--- config.mk ---
export PLATFORM = sky130hd
export DESIGN_NAME = imem_loader
export DESIGN_NICKNAME = d
export VERILOG_FILES = /design/src/rtl/imem_loader.sv
export SDC_FILE = /design/constraint.sdc
export NUM_CORES = 1
export LEC_CHECK = 0
export BUFFER_PORTS_ARGS = -buffer_cell sky130_fd_sc_hd__buf_4
export CAP_MARGIN = 20
export CORE_MARGIN = 4
export CORE_UTILIZATION = 40
export CTS_BUF_LIST = sky130_fd_sc_hd__clkbuf_16
export CTS_CLUSTER_DIAMETER = 40
export CTS_CLUSTER_SIZE = 24
export DETAILED_ROUTE_END_ITERATION = 16
export PLACE_DENSITY = 0.58
export SLEW_MARGIN = 20
export SYNTH_ARGS = -nofsm -noshare
export SYNTH_HDL_FRONTEND = slang
export SYNTH_SLANG_ARGS = --single-unit
--- constraint.sdc ---
create_clock -name clk -period 6.1 [get_ports clk]
set_input_delay 0.61 -clock clk [delete_from_list [all_inputs] [get_ports clk]]
set_output_delay 0.61 -clock clk [all_outputs]
set_load 0.01 [all_outputs]
--- src/rtl/imem_loader.sv ---
// imem_loader: writer side of the instruction-memory write port.
//
// Accepts a framed byte stream and turns it into full-word imem writes.
//   Frame: SYNC | ADDR[4] (byte address, LE) | LEN[2] (word count N, LE)
//          | DATA[4N] (LE words) | CHK[1] (XOR of all DATA bytes)
// The core is held (core_run_o low) until a frame completes with a good
// checksum.
//
// Ports
//   clk           rising-edge clock
//   rst           asynchronous reset, active low
//   byte_i        stream byte
//   byte_valid_i  byte_i valid
//   byte_ready_o  always 1 (the loader never back-pressures)
//   mem_addr_o    imem word address of the write
//   mem_wdata_o   imem write data
//   mem_wen_o     imem byte write enables (all lanes together, 1-cycle pulse)
//   core_run_o    fetch-stage PC increment enable
//   busy_o        frame in progress (ADDR, LEN, DATA, CHK)
//   done_o        last frame loaded with a good checksum
//   err_o         last frame rejected (header or checksum)
module imem_loader #(
  parameter int         ADDR_WIDTH = 10,
  parameter int         DATA_WIDTH = 32,
  parameter int         DATA_BYTES = 4,
  parameter logic [7:0] SYNC_BYTE  = 8'hA5
) (
  input  logic                  clk,
  input  logic                  rst,
  input  logic [7:0]            byte_i,
  input  logic                  byte_valid_i,
  output logic                  byte_ready_o,
  output logic [ADDR_WIDTH-1:0] mem_addr_o,
  output logic [DATA_WIDTH-1:0] mem_wdata_o,
  output logic [DATA_BYTES-1:0] mem_wen_o,
  output logic                  core_run_o,
  output logic                  busy_o,
  output logic                  done_o,
  output logic                  err_o
);

  // Header range arithmetic is wide enough that start_word + N never wraps.
  localparam int SUM_W = ADDR_WIDTH + 17;
  localparam int BC_W  = (DATA_BYTES > 1) ? $clog2(DATA_BYTES) : 1;
  localparam logic [SUM_W-1:0] DEPTH   = SUM_W'(1) << ADDR_WIDTH;
  localparam logic [BC_W-1:0]  LAST_BC = BC_W'(DATA_BYTES - 1);

  typedef enum logic [2:0] {
    S_IDLE, S_ADDR, S_LEN, S_DATA, S_CHK, S_DONE, S_ERR
  } state_t;

  state_t state, state_nxt;

  logic                  acc;
  logic [31:0]           addr_buf;
  logic [7:0]            len_lo;
  logic [15:0]           len_full;
  logic [1:0]            hdr_cnt;
  logic [BC_W-1:0]       byte_cnt;
  logic [DATA_WIDTH-9:0] data_buf;
  logic [7:0]            chk_xor;
  logic [15:0]           words_left;
  logic [ADDR_WIDTH-1:0] word_ptr;
  logic [ADDR_WIDTH-1:0] start_word;
  logic                  hdr_bad;

  // Reject misaligned addresses, addresses beyond the imem, and frames that
  // would run past the last word.
  function automatic logic header_bad(input logic [31:0] addr,
                                      input logic [15:0] n);
    logic [SUM_W-1:0] end_word;
    end_word = SUM_W'(addr[ADDR_WIDTH+1:2]) + SUM_W'(n);
    return (addr[1:0] != 2'b00) ||
           ((addr >> (ADDR_WIDTH + 2)) != 32'd0) ||
           (end_word > DEPTH);
  endfunction

  assign byte_ready_o = 1'b1;
  assign acc          = byte_valid_i & byte_ready_o;
  assign len_full     = {byte_i, len_lo};
  assign start_word   = addr_buf[ADDR_WIDTH+1:2];
  assign hdr_bad      = header_bad(addr_buf, len_full);
  assign busy_o       = (state == S_ADDR) || (state == S_LEN) ||
                        (state == S_DATA) || (state == S_CHK);

  always_ff @(posedge clk or negedge rst) begin
    if (!rst) state <= S_IDLE;
    else      state <= state_nxt;
  end

  always_comb begin
    state_nxt = state;
    if (acc) begin
      case (state)
        S_IDLE, S_DONE, S_ERR:
          if (byte_i == SYNC_BYTE) state_nxt = S_ADDR;
        S_ADDR:
          if (hdr_cnt == 2'd3) state_nxt = S_LEN;
        S_LEN:
          if (hdr_cnt == 2'd1) begin
            if (hdr_bad)               state_nxt = S_ERR;
            else if (len_full == 16'd0) state_nxt = S_CHK;
            else                        state_nxt = S_DATA;
          end
        S_DATA:
          if ((byte_cnt == LAST_BC) && (words_left == 16'd1)) state_nxt = S_CHK;
        S_CHK:
          state_nxt = (byte_i == chk_xor) ? S_DONE : S_ERR;
        default:
          state_nxt = S_IDLE;
      endcase
    end
  end

  // Byte capture, word assembly, write issue and status flags. The write is
  // registered, so it lands one cycle after the last byte of a word and
  // overlaps reception of the next word.
  always_ff @(posedge clk or negedge rst) begin
    if (!rst) begin
      addr_buf    <= '0;
      len_lo      <= '0;
      hdr_cnt     <= '0;
      byte_cnt    <= '0;
      data_buf    <= '0;
      chk_xor     <= '0;
      words_left  <= '0;
      word_ptr    <= '0;
      mem_addr_o  <= '0;
      mem_wdata_o <= '0;
      mem_wen_o   <= '0;
      core_run_o  <= 1'b0;
      done_o      <= 1'b0;
      err_o       <= 1'b0;
    end else begin
      mem_wen_o <= '0;
      if (acc) begin
        // Header byte counter restarts on every state change.
        if (state_nxt != state) hdr_cnt <= '0;
        else                    hdr_cnt <= hdr_cnt + 2'd1;

        case (state)
          S_ADDR: addr_buf <= {byte_i, addr_buf[31:8]};
          S_LEN: begin
            if (hdr_cnt == 2'd0) begin
              len_lo <= byte_i;
            end else begin
              word_ptr   <= start_word;
              words_left <= len_full;
              byte_cnt   <= '0;
              chk_xor    <= '0;
            end
          end
          S_DATA: begin
            chk_xor  <= chk_xor ^ byte_i;
            byte_cnt <= byte_cnt + BC_W'(1);
            if (byte_cnt == LAST_BC) begin
              mem_wen_o   <= '1;
              mem_addr_o  <= word_ptr;
              mem_wdata_o <= {byte_i, data_buf};
              word_ptr    <= word_ptr + ADDR_WIDTH'(1);
              words_left  <= words_left - 16'd1;
            end else begin
              data_buf <= {byte_i, data_buf[DATA_WIDTH-9:8]};
            end
          end
          default: ;
        endcase

        if (state_nxt != state) begin
          case (state_nxt)
            S_ADDR: begin
              done_o     <= 1'b0;
              err_o      <= 1'b0;
              core_run_o <= 1'b0;
            end
            S_DONE: begin
              done_o     <= 1'b1;
              core_run_o <= 1'b1;
            end
            S_ERR: begin
              err_o      <= 1'b1;
              core_run_o <= 1'b0;
            end
            default: ;
          endcase
        end
      end
    end
  end

endmodule

==> qor.yml <==
diodes: 0
setup_tns_ps: 0
std_cell_rows: 50
io_buffers: 60
period_needed_ps: 3390
antenna_found_initial: 0
dieArea_um2: 21300
synth_ff_type: "dfrtp_1"
drt_pre_antenna_iters: 5
finalSetupViolCount: 0
grt_pass1_vias: 5488
peakVddDrop_uv: 243
synth_nets: 735
rsz0062_at_grt: "false"
fin_skew_ps: 10.2
netlist_area_um2: 7590
clockRootBuffer: "clkbuf_16"
whs_ps: 220
postCtsSetupBuffers: 0
cts_buffer_depth: 2
finalMaxSlewViolations: 0
drive_gt1_share_pct: 29.6
wl_per_cell_um: 18.0
synthTopCellsByArea: "dfrtp_1, mux2_2, o21ai_0"
leakage_nw: 3.79
ctsResizeCount: 0
ys_warn_count: 0
gp_congestion: 0.867
yosysTopAreaCellShare_pct: 49.8
cp.required_ps: 6410
end_kind: "flop"
power.density_nw_per_um2: 548
hold_viol: 0
grt_max_degree: 79
final_cell_mix: "dfrtp_1, mux2_2, buf_4"
fp.dieW_um: 146
synth_cells: 706
area_growth_pct: 15.2
grt_usage_pct: 16.9
clk_latency_ps: 420
hp-class: "input pin to asynchronous set/reset pin"
nets: 770
numCtsBuffers: 17
cts_sinks: 151
drt_iter0_drc: 377
io_pins: 62
clkTransAtPathRegs_ps: 60
grt_overflow: 0
fin_crit_sh_pct: 55.5
num_vias: 5546
ys_async_sr_fraction_pct: 100
htree_levels: 4
core_um2: 18700
avgSynthCellArea_um2: 10.8
utilization_pct: 46.8
crit_fanout: 4
outcome: "finished clean"
ys_seq_area_share_pct: 49.8
drc: 0
yosysTopAreaCell: "dfrtp_1"
postCtsHoldBufs: 0
cp.arrival_ps: 3700
routed_wl_um: 17700
grt_pass1_wl_um: 29000
die_h_um: 146
start_kind: "flop"
initial_core_util_pct: 40.6
layout_commonest_cell: "dfrtp_1"
n_fill_cell: 1676
viasPerCell: 5.61
cts_tree: "yes"
max_freq_mhz: 295
antenna_left: 0
hpwl_um: 12100
cap_violations: 0
ys_seq_elements: 151
tightest_slew_ps: 910
synth_cell_type_count: 74
synth_edf_count: 0
path_class: "flop to flop"
max_slew_margin_pct: 38.8
==> worst max-delay path: stages (launching register included) <==
cell and delay [ps]:
dfrtp_1 430, ha_1 230, fa_1 420, xor2_1 190
a21oi_1 150, o211ai_1 100, or3_1 380, a2111oi_2 300
a41o_1 290, nand4_1 110, a31o_1 310, nand3b_1 200
a21o_1 190
==> per-stage QoR <==
step / cell area, um^2 / total power [W] / std cells / worst slack (ps)
after floorplan: 7590 / 0.00319 / 706 / 3100
after global placement: 8160 / 0.00375 / 955 / 2620
after detailed placement: 8200 / 0.00382 / 956 / 2660
after CTS: 8750 / 0.00483 / 988 / 2720
after global routing: 8750 / 0.00513 / 988 / 2510
final: 8750 / 0.00479 / 988 / 2710
==> cell families (layout without fill, tap and decap cells) <==
kind of cell | after synthesis | count (layout) | share of synthesized area (%)
and+or+nand+nor | 193 | 193 | 13.0
AOI/OAI and AO/OA | 159 | 159 | 12.9
DFF | 151 | 151 | 49.8
muxes | 107 | 107 | 15.9
buffers and inverters | 60 | 108 | 3.49
adders and majority gates | 19 | 19 | 3.20
xor gates and xnor gates | 16 | 16 | 1.85
other | 1 | 1 | 0.0494
==> cell type report <==
class                   count  area, um^2  share of cell area, %
clock buffers              17         425                   4.86
inverters                  10        37.5                  0.429
well taps                 234         293                   3.35
multi-input cells         495        3570                   40.8
flip-flops and latches    151        3780                   43.2
repair buffers             66         519                   5.94
clock inverters            15         126                   1.44
==> report_power, final <==
| part | total (W) | internal, W | switching [W] |
|---|---|---|---|
| logic | 0.00191 | 0.000934 | 0.000976 |
| clock network | 0.000980 | 0.000561 | 0.000419 |
| registers | 0.00190 | 0.00146 | 0.000441 |
| total | 0.00479 | 0.00296 | 0.00184 |
==> cells in the mapped netlist, types with 11 or more instances <==
cell	instances
dfrtp_1	151
mux2_2	106
o21ai_0	59
nand2_1	53
nor2_1	49
a21oi_1	42
clkbuf_1	33
ha_1	17
nand3_1	15
nor3_1	14
xor2_1	14
nor4_1	11
==> worst paths after layout <==
path / start / end / slack (ps) / cells past startpoint
max: len_lo[0] / err_o / 2710 / 12
min: rst / words_left[5] / 220 / 1
max reg2reg: len_lo[0] / err_o / 2710 / 12
min reg2reg: err_o / err_o / 480 / 1
max in group asynchronous: rst / addr_buf[25] / 4430 / 2
min in group clk: err_o / err_o / 480 / 1
==> sequential cells by signal, indices dropped and copies added (netlist names), 3 cells and up <==
signal and flops:
mem_addr_o 10, data_buf 24, word_ptr 10, len_lo 8, words_left 16, mem_wdata_o 32
state 3, addr_buf 32, chk_xor 8
==> metal layers <==
| metal | global-route usage (%) | up-vias | part of all wire [%] | wire length, um |
|---|---|---|---|---|
| met1 | 22.7 | 2764 | 45 | 8060 |
| met3 | 3.64 | 25 | 4.8 | 848 |
| met2 | 26.7 | 152 | 47 | 8390 |
| li1 | - | 2605 | - | - |
| met5 | 0 | - | 0 | 0 |
| met4 | 6.84 | 0 | 2.5 | 450 |
(Power assumes the default switching activity.)
